**src/rtl/ex_div_pkg.sv**
```systemverilog
// Shared types, constants and small arithmetic helpers for the execute-stage divider.
package ex_div_pkg;

    localparam int RegBus       = 32;
    localparam int DoubleRegBus = 64;

    localparam logic [RegBus-1:0] ZeroWord = 32'h0000_0000;

    localparam logic DivResultReady    = 1'b1;
    localparam logic DivResultNotReady = 1'b0;
    localparam logic DivStart          = 1'b1;
    localparam logic DivStop           = 1'b0;

    typedef enum logic [1:0] {
        DivFree   = 2'b00,
        DivByZero = 2'b01,
        DivOn     = 2'b10,
        DivEnd    = 2'b11
    } div_state_e;

    // Two's complement negation of a 32-bit word.
    function automatic logic [RegBus-1:0] negate(input logic [RegBus-1:0] v);
        return (~v) + 32'd1;
    endfunction

    // Magnitude of an operand; raw value for unsigned division.
    function automatic logic [RegBus-1:0] magnitude(input logic is_signed, input logic [RegBus-1:0] v);
        return (is_signed && v[RegBus-1]) ? negate(v) : v;
    endfunction

endpackage

```
**src/rtl/ex_div.sv**
```systemverilog
// Multi-cycle radix-2 restoring divider for DIV/DIVU; one division in flight,
// annullable while iterating, result held until the requester drops start_i.
module ex_div
    import ex_div_pkg::*;
(
    input  logic                    clk,
    input  logic                    rst,
    input  logic                    signed_div_i,
    input  logic [RegBus-1:0]       opdata1_i,
    input  logic [RegBus-1:0]       opdata2_i,
    input  logic                    start_i,
    input  logic                    annul_i,
    output logic [DoubleRegBus-1:0] result_o,
    output logic                    ready_o
);

    div_state_e              state_r,    state_s;
    logic [64:0]             dividend_r, dividend_s;
    logic [RegBus-1:0]       divisor_r,  divisor_s;
    logic [5:0]              cnt_r,      cnt_s;
    logic                    sign1_r,    sign1_s;
    logic                    sign2_r,    sign2_s;
    logic [DoubleRegBus-1:0] result_r,   result_s;
    logic                    ready_r,    ready_s;

    logic [32:0]             diff_s;
    logic [RegBus-1:0]       quot_fix_s;
    logic [RegBus-1:0]       rem_fix_s;

    // State, datapath and output registers.
    always_ff @(posedge clk or negedge rst) begin
        if (!rst) begin
            state_r    <= DivFree;
            dividend_r <= 65'd0;
            divisor_r  <= ZeroWord;
            cnt_r      <= 6'd0;
            sign1_r    <= 1'b0;
            sign2_r    <= 1'b0;
            result_r   <= 64'd0;
            ready_r    <= DivResultNotReady;
        end else begin
            state_r    <= state_s;
            dividend_r <= dividend_s;
            divisor_r  <= divisor_s;
            cnt_r      <= cnt_s;
            sign1_r    <= sign1_s;
            sign2_r    <= sign2_s;
            result_r   <= result_s;
            ready_r    <= ready_s;
        end
    end

    // Next-state, iteration step and sign fix.
    always_comb begin
        state_s    = state_r;
        dividend_s = dividend_r;
        divisor_s  = divisor_r;
        cnt_s      = cnt_r;
        sign1_s    = sign1_r;
        sign2_s    = sign2_r;
        result_s   = result_r;
        ready_s    = ready_r;

        diff_s = {1'b0, dividend_r[63:32]} - {1'b0, divisor_r};

        // Sign flags already include the signed/unsigned selection.
        quot_fix_s = (sign1_r ^ sign2_r) ? negate(dividend_r[31:0]) : dividend_r[31:0];
        rem_fix_s  = sign1_r ? negate(dividend_r[64:33]) : dividend_r[64:33];

        case (state_r)
            DivFree: begin
                if (start_i == DivStart && !annul_i) begin
                    if (opdata2_i == ZeroWord) begin
                        state_s = DivByZero;
                    end else begin
                        state_s    = DivOn;
                        cnt_s      = 6'd0;
                        dividend_s = {ZeroWord, magnitude(signed_div_i, opdata1_i), 1'b0};
                        divisor_s  = magnitude(signed_div_i, opdata2_i);
                        sign1_s    = signed_div_i & opdata1_i[RegBus-1];
                        sign2_s    = signed_div_i & opdata2_i[RegBus-1];
                    end
                end else begin
                    ready_s  = DivResultNotReady;
                    result_s = 64'd0;
                end
            end
            DivByZero: begin
                dividend_s = 65'd0;
                result_s   = 64'd0;
                ready_s    = DivResultReady;
                state_s    = DivEnd;
            end
            DivOn: begin
                if (annul_i) begin
                    state_s  = DivFree;
                    ready_s  = DivResultNotReady;
                    result_s = 64'd0;
                end else if (cnt_r != 6'd32) begin
                    if (diff_s[32]) begin
                        dividend_s = {dividend_r[63:0], 1'b0};
                    end else begin
                        dividend_s = {diff_s[31:0], dividend_r[31:0], 1'b1};
                    end
                    cnt_s = cnt_r + 6'd1;
                end else begin
                    result_s = {rem_fix_s, quot_fix_s};
                    ready_s  = DivResultReady;
                    state_s  = DivEnd;
                end
            end
            DivEnd: begin
                if (start_i == DivStop) begin
                    state_s  = DivFree;
                    ready_s  = DivResultNotReady;
                    result_s = 64'd0;
                end else begin
                    ready_s  = DivResultReady;
                end
            end
            default: begin
                state_s  = DivFree;
                ready_s  = DivResultNotReady;
                result_s = 64'd0;
            end
        endcase
    end

    assign result_o = result_r;
    assign ready_o  = ready_r;

endmodule

```
**config.mk**
```make
export PLATFORM = sky130hd
export DESIGN_NAME = ex_div
export DESIGN_NICKNAME = d
export VERILOG_FILES = /design/src/rtl/ex_div_pkg.sv /design/src/rtl/ex_div.sv
export SDC_FILE = /design/constraint.sdc
export NUM_CORES = 1
export LEC_CHECK = 0
export BUFFER_PORTS_ARGS = -buffer_cell sky130_fd_sc_hd__buf_2
export CAP_MARGIN = 40
export CORE_MARGIN = 5
export CORE_UTILIZATION = 35
export DETAILED_ROUTE_END_ITERATION = 6
export PLACE_DENSITY = 0.56
export SLEW_MARGIN = 20
export SYNTH_ARGS = -nofsm -noshare
export SYNTH_HDL_FRONTEND = slang
export SYNTH_SLANG_ARGS = --single-unit
```
**constraint.sdc**
```tcl
create_clock -name clk -period 7.73 [get_ports clk]
set_input_delay 1.546 -clock clk [delete_from_list [all_inputs] [get_ports clk]]
set_output_delay 1.546 -clock clk [all_outputs]
set_load 0.1 [all_outputs]
```
==> impl_metrics.tcl, run 1 <==
set metrics [dict create \
    clock_power_share_pct 20.3 \
    clkLatencyLatePin_ps 430 \
    synthSimpleGateAreaFrac_pct 16.3 \
    reg2reg_from "dividend_r[32]" \
    number_of_vias_in_the_routed_layout 9903 \
    synth_edf_count 0 \
    grt_remaining_overflow 0 \
    hold_path.startpoint "result_o[38]" \
    layout-drive-gt1-share_pct 13.4 \
    fmax_mhz 231 \
    maxSlewViolCount 0 \
    power_switching_share_pct 45.8 \
    tritoncts_clock_tree "done" \
    postSynthCellCount 1331 \
    fin_crit_ps 4320 \
    setup-violations-final 0 \
    final-hold-violation-count 0 \
    p_int_mw 2.43 \
    grt_first_pass_wirelength_um 53800 \
    worst-setup-path-type "flop to flop" \
    number_of_global_route_vias_before_repair 9733 \
    netlist-cell-type-count 61 \
    port_buffers 133 \
    r2r_cells 13 \
    synth-seq-area-share_pct 38.1 \
    number_of_optimization_iterations_in_the_first_detailed_route_pass 5 \
    synth.ff_latch_count 172 \
    asyncSetResetFlopFracSynth_pct 100 \
    p_leak_nw 6.03 \
    grt.met2_usage_pct 27.1 \
    synth.area.mux_share_pct 1.86 \
    ctsHtreeMaxLevel 4 \
    grt_start_max_net_pins 66 \
    routed_via_density 5.36 \
    die_area_um2 35900 \
    worst-slew-pin-transition_ps 795 \
    postRouteWirelength_um 32400 \
    grt.met3_usage_pct 2.51 \
    seq_power_share_pct 28.9 \
    cts.repair.resized 0 \
    setup_repair_after_global_routing_missed_its_margin "no" \
    p_switching_mw 2.05 \
    clock_sink_count 172 \
    die_w_um 190 \
    timing.critical_path.required_ps 8100 \
    crit_path_max_fanout 20 \
    cts_root_buf "sky130_fd_sc_hd__clkbuf_16" \
    critPathLaunchType "flop" \
    syn_nets 1445 \
    synth_adder_area_share_pct 5.05 \
    hp-class "flop to flop" \
    sum_of_negative_setup_slack_ps 0 \
    cts.repair_timing.setup_buffer_count 0 \
    final.hold.worst_slack_ps 472 \
    gr-usage-met1_pct 27.8 \
    dp_wirelength_um 24600 \
    cts_max_path_buffers 2 \
    antenna_found_initial 1 \
    synthesis.area_um2 11300 \
    min_period_over_period_pct 55.9 \
    synth-compound-area-share_pct 22.9 \
    combinational_share_of_power_pct 50.8 \
    antenna_left 0 \
    gpl.final_weighted_congestion 0.882 \
    drtIter0Drc 546 \
    vdd.ir_drop.worst_mv 0.186 \
    io_pins 134 \
    clock_skew_ps 14.0 \
    worstPathArrival_ps 4690 \
    regToRegEndpoint "dividend_r[64]" \
    core-area_um2 31700 \
    area_growth_syn_to_layout_pct 15.5 \
    power.density_nw_per_um2 344 \
    outcome "finished, final reports clean" \
    worst_setup_path_endpoint "dividend_r[64]" \
    ys_dominant_reg_cell "sky130_fd_sc_hd__dfrtp_1" \
    slew_headroom_pct 46.9 \
    crit_path_end_kind "flop" \
    start_util_pct 35.6 \
    num-nets-final 1546 \
    yosys.area_share.xor_xnor_pct 11.6 \
    grt.busiest_layer "met1" \
    worst_setup_path_startpoint "dividend_r[32]" \
    clkTransAtPathRegs_ps 70 \
    drv.max_cap_violation_count 0 \
    syn-mean-instance-area_um2 8.48 \
    die_height_um 190 \
    yosys_warnings 0 \
    fp-row-count 65 \
    drc 0 \
    wl_per_cell_um 17.5 \
    cts_hold_buffers 0 \
    combinational_family_with_the_most_area_after_synthesis "compound AO/OA/AOI/OAI gates" \
    tritoncts_buffers 17 \
    fillers 3253 \
    globalRouteTotalUtil_pct 18.3 \
    ff2ff_setup_slack_ps 3410 \
]
-- worst max-delay path, cell delays in order (launching register included) --
cell	delay (ps)
sky130_fd_sc_hd__dfrtp_1	430
sky130_fd_sc_hd__inv_1	90
sky130_fd_sc_hd__ha_1	210
sky130_fd_sc_hd__fa_1	410
sky130_fd_sc_hd__nor2b_1	190
sky130_fd_sc_hd__o2111ai_1	150
sky130_fd_sc_hd__a211oi_1	460
sky130_fd_sc_hd__nor3_1	90
sky130_fd_sc_hd__o21ai_0	490
sky130_fd_sc_hd__a21o_1	620
sky130_fd_sc_hd__buf_4	410
sky130_fd_sc_hd__nand3_1	300
sky130_fd_sc_hd__nand4b_1	300
sky130_fd_sc_hd__nand2_1	90
-- placed cells by master (no fill, tap or decap), types with 4 or more instances in the layout --
| master | count |
|---|---|
| sky130_fd_sc_hd__clkbuf_16 | 17 |
| sky130_fd_sc_hd__nor3_1 | 20 |
| sky130_fd_sc_hd__a221oi_1 | 6 |
| sky130_fd_sc_hd__xnor2_1 | 68 |
| sky130_fd_sc_hd__nand3_1 | 15 |
| sky130_fd_sc_hd__nand4_1 | 7 |
| sky130_fd_sc_hd__or4_4 | 4 |
| sky130_fd_sc_hd__nor4_1 | 8 |
| sky130_fd_sc_hd__o211ai_1 | 6 |
| sky130_fd_sc_hd__xor2_1 | 82 |
| sky130_fd_sc_hd__a21o_1 | 24 |
| sky130_fd_sc_hd__ha_1 | 44 |
| sky130_fd_sc_hd__o41ai_1 | 12 |
| sky130_fd_sc_hd__o21ai_1 | 4 |
| sky130_fd_sc_hd__mux2i_1 | 21 |
| sky130_fd_sc_hd__a22oi_1 | 22 |
| sky130_fd_sc_hd__o21ai_0 | 189 |
| sky130_fd_sc_hd__nor3b_1 | 5 |
| sky130_fd_sc_hd__nand2_1 | 209 |
| sky130_fd_sc_hd__a32oi_1 | 8 |
| sky130_fd_sc_hd__o31ai_1 | 37 |
| sky130_fd_sc_hd__inv_1 | 57 |
| sky130_fd_sc_hd__nor2_1 | 67 |
| sky130_fd_sc_hd__nand2b_1 | 9 |
| sky130_fd_sc_hd__a211oi_1 | 8 |
| sky130_fd_sc_hd__and2_1 | 6 |
| sky130_fd_sc_hd__buf_4 | 10 |
| sky130_fd_sc_hd__nor2b_1 | 7 |
| sky130_fd_sc_hd__a21oi_1 | 56 |
| sky130_fd_sc_hd__buf_2 | 134 |
| sky130_fd_sc_hd__or3_1 | 9 |
| sky130_fd_sc_hd__and3_1 | 8 |
| sky130_fd_sc_hd__a31oi_1 | 12 |
| sky130_fd_sc_hd__or4_1 | 16 |
| sky130_fd_sc_hd__dfrtp_1 | 172 |
| sky130_fd_sc_hd__inv_6 | 5 |
| sky130_fd_sc_hd__o21a_1 | 5 |
-- how the worst min path moves through the flow --
stage	endpoint	slack, ps	depth (start not counted)
after CTS	result_o[54]	480	2
after detailed placement	result_o[32]	460	2
after global placement	result_o[24]	460	2
after global routing	result_o[53]	500	2
final	result_o[38]	470	2
after floorplan	divisor_r[14]	450	2
-- Yosys cell counts, types with 22 or more instances --
cell type                  count  area share [%]
sky130_fd_sc_hd__inv_1        57             1.9
sky130_fd_sc_hd__a22oi_1      22             1.5
sky130_fd_sc_hd__nand2_1     209             7.0
sky130_fd_sc_hd__clkbuf_1     66             2.2
sky130_fd_sc_hd__ha_1         44             4.9
sky130_fd_sc_hd__xor2_1       82             6.4
sky130_fd_sc_hd__a21o_1       25             1.7
sky130_fd_sc_hd__dfrtp_1     172              38
sky130_fd_sc_hd__xnor2_1      68             5.3
sky130_fd_sc_hd__o31ai_1      37             2.5
sky130_fd_sc_hd__nor2_1       68             2.3
sky130_fd_sc_hd__a21oi_1      56             2.5
sky130_fd_sc_hd__o21ai_0     190             8.4
-- flip-flops by register name (all words and copies together) (netlist names) --
| signal | count |
|---|---|
| dividend_r | 65 |
| result_o | 64 |
| divisor_r | 32 |
| cnt_r | 6 |
| state_r | 2 |
| ready_o | 1 |
| sign1_r | 1 |
| sign2_r | 1 |
-- area by class of cell --
| cell class | instances | area (µm²) | share of cell area (%) |
|---|---|---|---|
| clock inverters | 13 | 178 | 1.36 |
| inverters | 58 | 218 | 1.67 |
| flip-flops and latches | 172 | 4300 | 33.0 |
| diodes | 2 | 5.00 | 0.0384 |
| repair buffers | 149 | 860 | 6.60 |
| well taps | 402 | 503 | 3.86 |
| multi-input cells | 1034 | 6540 | 50.1 |
| clock buffers | 18 | 429 | 3.29 |
-- cell families (layout without fill, tap and decap cells) --
group	after synthesis	count (layout)
muxes	21	21
DFF	172	172
xor gates and xnor gates	150	150
adders and majority gates	45	45
and+or+nand+nor	401	401
other	0	2
AOI/OAI and AO/OA	417	417
buffers and inverters	125	238
-- through the flow --
step | power, mW | instance area (µm²) | utilization (%) | setup WS [ps] | cells
6_report | 4.48 | 13000 | 41.1 | 3410 | 1848
3_5_place_dp | 3.57 | 12400 | 39.1 | 2580 | 1814
3_3_place_gp | 3.53 | 12300 | 38.8 | 2720 | 1809
5_1_grt | 4.84 | 13000 | 41.1 | 3080 | 1847
2_1_floorplan | 2.94 | 11300 | - | 3850 | 1331
4_1_cts | 4.49 | 13000 | 41.0 | 3010 | 1845
-- routing by layer --
metal | vias up | routed length [µm]
met5 | - | 0
met4 | 0 | 538
met3 | 29 | 1090
met2 | 195 | 13900
met1 | 4745 | 16800
li1 | 4934 | -
-- power by group through the flow --
stage | Sequential (mW) | Clock (mW) | Combinational, mW
CTS | 1.29 | 0.937 | 2.27
detailed placement | 1.31 | 0 | 2.26
finish | 1.29 | 0.910 | 2.28
floorplan | 1.31 | 0 | 1.63
global placement | 1.30 | 0 | 2.23
global route | 1.33 | 0.974 | 2.54
No activity file was read; power rests on OpenSTA's default activity.
==> run 2, diff against run 1 <==
- ABC_AREA: not set -> 1
- PLACE_DENSITY: 0.56 -> 0.55
- clock period: 7.73 -> 4.5 ns (I/O delays scaled with it)
==> run 2 against run 1 <==
Against the previous run:
- cell count grew 48%
- synthesized cell count grew 58%
- critical path depth decreased by 2
- combinational power rose by 110%
- critical path type unchanged
- die area grew 17%
- highest routed layer is now met5
- via count is 34% higher
- count of clock-buffer cells in the layout grew 3
- critical endpoint is now result_o[56]
- first-iteration DRC count grew 57%
- largest cell class unchanged
- area after synthesis rose by 18%
- global-route usage up 2.1 points
- sequential power grew 76%
==> impl_metrics.tcl, run 2 <==
set metrics [dict create \
    seq_power_share_pct 26.7 \
    clock_power_share_pct 18.0 \
    num-nets-final 2326 \
    drc 0 \
    worst-slew-pin-transition_ps 807 \
    setup-violations-final 0 \
    cts_root_buf "sky130_fd_sc_hd__clkbuf_16" \
    largest_register_ff_count 65 \
    min_period_over_period_pct 63.2 \
    synth_edf_count 0 \
    fmax_mhz 352 \
    core-area_um2 37700 \
    vdd.ir_drop.worst_mv 0.391 \
    postSynthCellCount 2108 \
    grt_remaining_overflow 0 \
    clock_skew_ps 9.92 \
    synth.ff_latch_count 172 \
    r2r_cells 11 \
    grt_first_pass_wirelength_um 68700 \
    layout-drive-gt1-share_pct 9.75 \
    io_pins 134 \
    cts.repair.resized 0 \
    syn-mean-instance-area_um2 6.33 \
    wl_per_cell_um 15.4 \
    cts_max_path_buffers 2 \
    final_cell_mix "733 x sky130_fd_sc_hd__nand2_1, 299 x sky130_fd_sc_hd__inv_1, 185 x sky130_fd_sc_hd__nor2_1, 177 x sky130_fd_sc_hd__nand3_1, 172 x sky130_fd_sc_hd__dfrtp_1" \
    number_of_global_route_vias_before_repair 12800 \
    grt_start_max_net_pins 86 \
    dpl_worst_slack_ps 1470 \
    asyncSetResetFlopFracSynth_pct 100 \
    synth_top_area_share_pct 32.3 \
    cts.repair_timing.setup_buffer_count 0 \
    p_total_mw 8.50 \
    top_register "dividend_r" \
    routed_via_density 4.85 \
    postRouteWirelength_um 42200 \
    regToRegEndpoint "result_o[56]" \
    ys_top_cells_by_area "sky130_fd_sc_hd__dfrtp_1 32%, sky130_fd_sc_hd__nand2_1 21%, sky130_fd_sc_hd__inv_1 8.4%, sky130_fd_sc_hd__nand3_1 6.6%, sky130_fd_sc_hd__nor2_1 5.2%" \
    post_dp_cell_area_um2 14400 \
    reg2reg_from "state_r[0]" \
    start_util_pct 35.4 \
    ys_dominant_reg_cell "sky130_fd_sc_hd__dfrtp_1" \
    outcome "finished, final reports clean" \
    final_common_cell "sky130_fd_sc_hd__nand2_1" \
    crit_path_max_fanout 37 \
    fillers 4176 \
    number_of_optimization_iterations_in_the_first_detailed_route_pass 5 \
    num_antenna_cells 0 \
    crit_path_end_kind "flop" \
    tritoncts_buffers 17 \
    place_inst 2702 \
    ctsHtreeMaxLevel 4 \
    antenna_left 0 \
    final-hold-violation-count 0 \
    finalInstanceArea_um2 15000 \
    yosys_warnings 0 \
    hp-class "primary input to async pin" \
    tritoncts_clock_tree "done" \
    drtIter0Drc 856 \
    critPathLaunchType "flop" \
    drv.max_cap_violation_count 0 \
    syn_nets 2222 \
    synthesis.area_um2 13300 \
    timing.critical_path.required_ps 4870 \
    die_w_um 205 \
    p_leak_nw 8.28 \
    fin_crit_ps 2840 \
    die_height_um 205 \
    clock_sink_count 172 \
    fin_cells 2736 \
    ff2ff_setup_slack_ps 1660 \
    p_int_mw 4.03 \
    p_switching_mw 4.48 \
    clkLatencyLatePin_ps 460 \
    maxSlewViolCount 0 \
    sum_of_negative_setup_slack_ps 0 \
    worst-setup-path-type "flop to flop" \
    clkTransAtPathRegs_ps 70 \
    worstPathArrival_ps 3210 \
    cts_hold_buffers 0 \
    netlist.top_cell.by_area "sky130_fd_sc_hd__dfrtp_1" \
    synth-seq-area-share_pct 32.3 \
    netlist_top_cells_count "733 x sky130_fd_sc_hd__nand2_1, 300 x sky130_fd_sc_hd__inv_1, 185 x sky130_fd_sc_hd__nor2_1, 177 x sky130_fd_sc_hd__nand3_1, 172 x sky130_fd_sc_hd__dfrtp_1" \
    die_area_um2 42100 \
    power_switching_share_pct 52.6 \
    gpl.final_weighted_congestion 0.960 \
    globalRouteTotalUtil_pct 20.3 \
    port_buffers 133 \
    number_of_vias_in_the_routed_layout 13300 \
    netlist-cell-type-count 44 \
    synthMostInstantiatedCell "sky130_fd_sc_hd__nand2_1" \
    setup_repair_after_global_routing_missed_its_margin "no" \
    final_critical_path_setup_slack_ps 1660 \
    combinational_share_of_power_pct 55.3 \
    area_growth_syn_to_layout_pct 12.6 \
    power.density_nw_per_um2 566 \
    slew_headroom_pct 46.1 \
    fp-row-count 71 \
    dp_wirelength_um 33100 \
    antenna_found_initial 1 \
]
run 2: cell count changes in the layout (fill, tap and decap cells not counted), sizes merged, moves of 22 or more:
cell   delta
nand2   +534
nand3   +162
o31ai    -33
a22oi    -22
xnor2    -47
a21o     -25
nor2    +127
inv     +244
xor2     -46
run 2: how the worst max path moves through the flow:
stage	endpoint	slack, ps	cells after the start	start
after floorplan	dividend_r[15]	2300	10	opdata1_i[0]
after global placement	dividend_r[32]	1480	10	opdata1_i[0]
after detailed placement	dividend_r[31]	1470	12	opdata2_i[0]
after CTS	result_o[56]	1650	11	state_r[0]
after global routing	dividend_r[48]	1370	15	dividend_r[33]
final	result_o[56]	1660	11	state_r[0]
run 2: stage by stage:
| stage | util, % | hold slack (ps) |
|---|---|---|
| 6_report | 39.9 | 330 |
| 3_3_place_gp | 38.2 | 463 |
| 2_1_floorplan | - | 449 |
| 5_1_grt | 39.9 | 345 |
| 3_5_place_dp | 38.2 | 466 |
| 4_1_cts | 39.8 | 317 |
run 2: layout make-up:
class                      instances  area [µm²]  area share [%]
clock buffer                      21         460            3.06
clock inverter                    11         134           0.891
inverter                         311        1170            7.80
multi-input combinational       1567        7520            50.1
sequential                       172        4300            28.6
tap                              511         639            4.26
timing repair buffer             143         792            5.27
run 2: cell families (layout without fill, tap and decap cells):
logic type	count (synthesis)	after routing	share of synthesized area, %
AND/OR/NAND/NOR	1193	1193	37.2
buffers and inverters	369	486	11.3
AO/OA/AOI/OAI	272	272	11.1
flip-flops	172	172	32.3
XOR/XNOR	57	57	3.74
adder cells (fa/ha/maj)	45	45	4.28
run 2: worst max-delay path: stages (launching register included):
cell                      delay, ps
sky130_fd_sc_hd__dfrtp_1        410
sky130_fd_sc_hd__inv_1          110
sky130_fd_sc_hd__ha_1           340
sky130_fd_sc_hd__inv_2          170
sky130_fd_sc_hd__nor2_4          70
sky130_fd_sc_hd__nand2_1        100
sky130_fd_sc_hd__nand2_1         90
sky130_fd_sc_hd__nor2_2         170
sky130_fd_sc_hd__nand2_2        400
sky130_fd_sc_hd__inv_4          530
sky130_fd_sc_hd__o21ai_0        170
sky130_fd_sc_hd__o21ai_0        180
run 2: layer usage:
metal | vias to the layer above | part of all wire [%] | wire, µm | GRT usage (%)
met5 | - | 0.031 | 13 | 0
met1 | 5995 | 48 | 20300 | 29.3
met3 | 44 | 5.6 | 2370 | 2.52
met4 | 2 | 2.0 | 836 | 5.89
li1 | 6858 | - | - | -
met2 | 365 | 44 | 18700 | 32.2
run 2: power groups by stage:
stage	Sequential (mW)	Clock (mW)	Combinational [mW]
5_1_grt	2.32	1.64	5.23
6_report	2.27	1.53	4.70
2_1_floorplan	3.01	0	2.82
4_1_cts	2.27	1.58	4.66
3_5_place_dp	2.30	0	4.63
3_3_place_gp	2.29	0	4.60
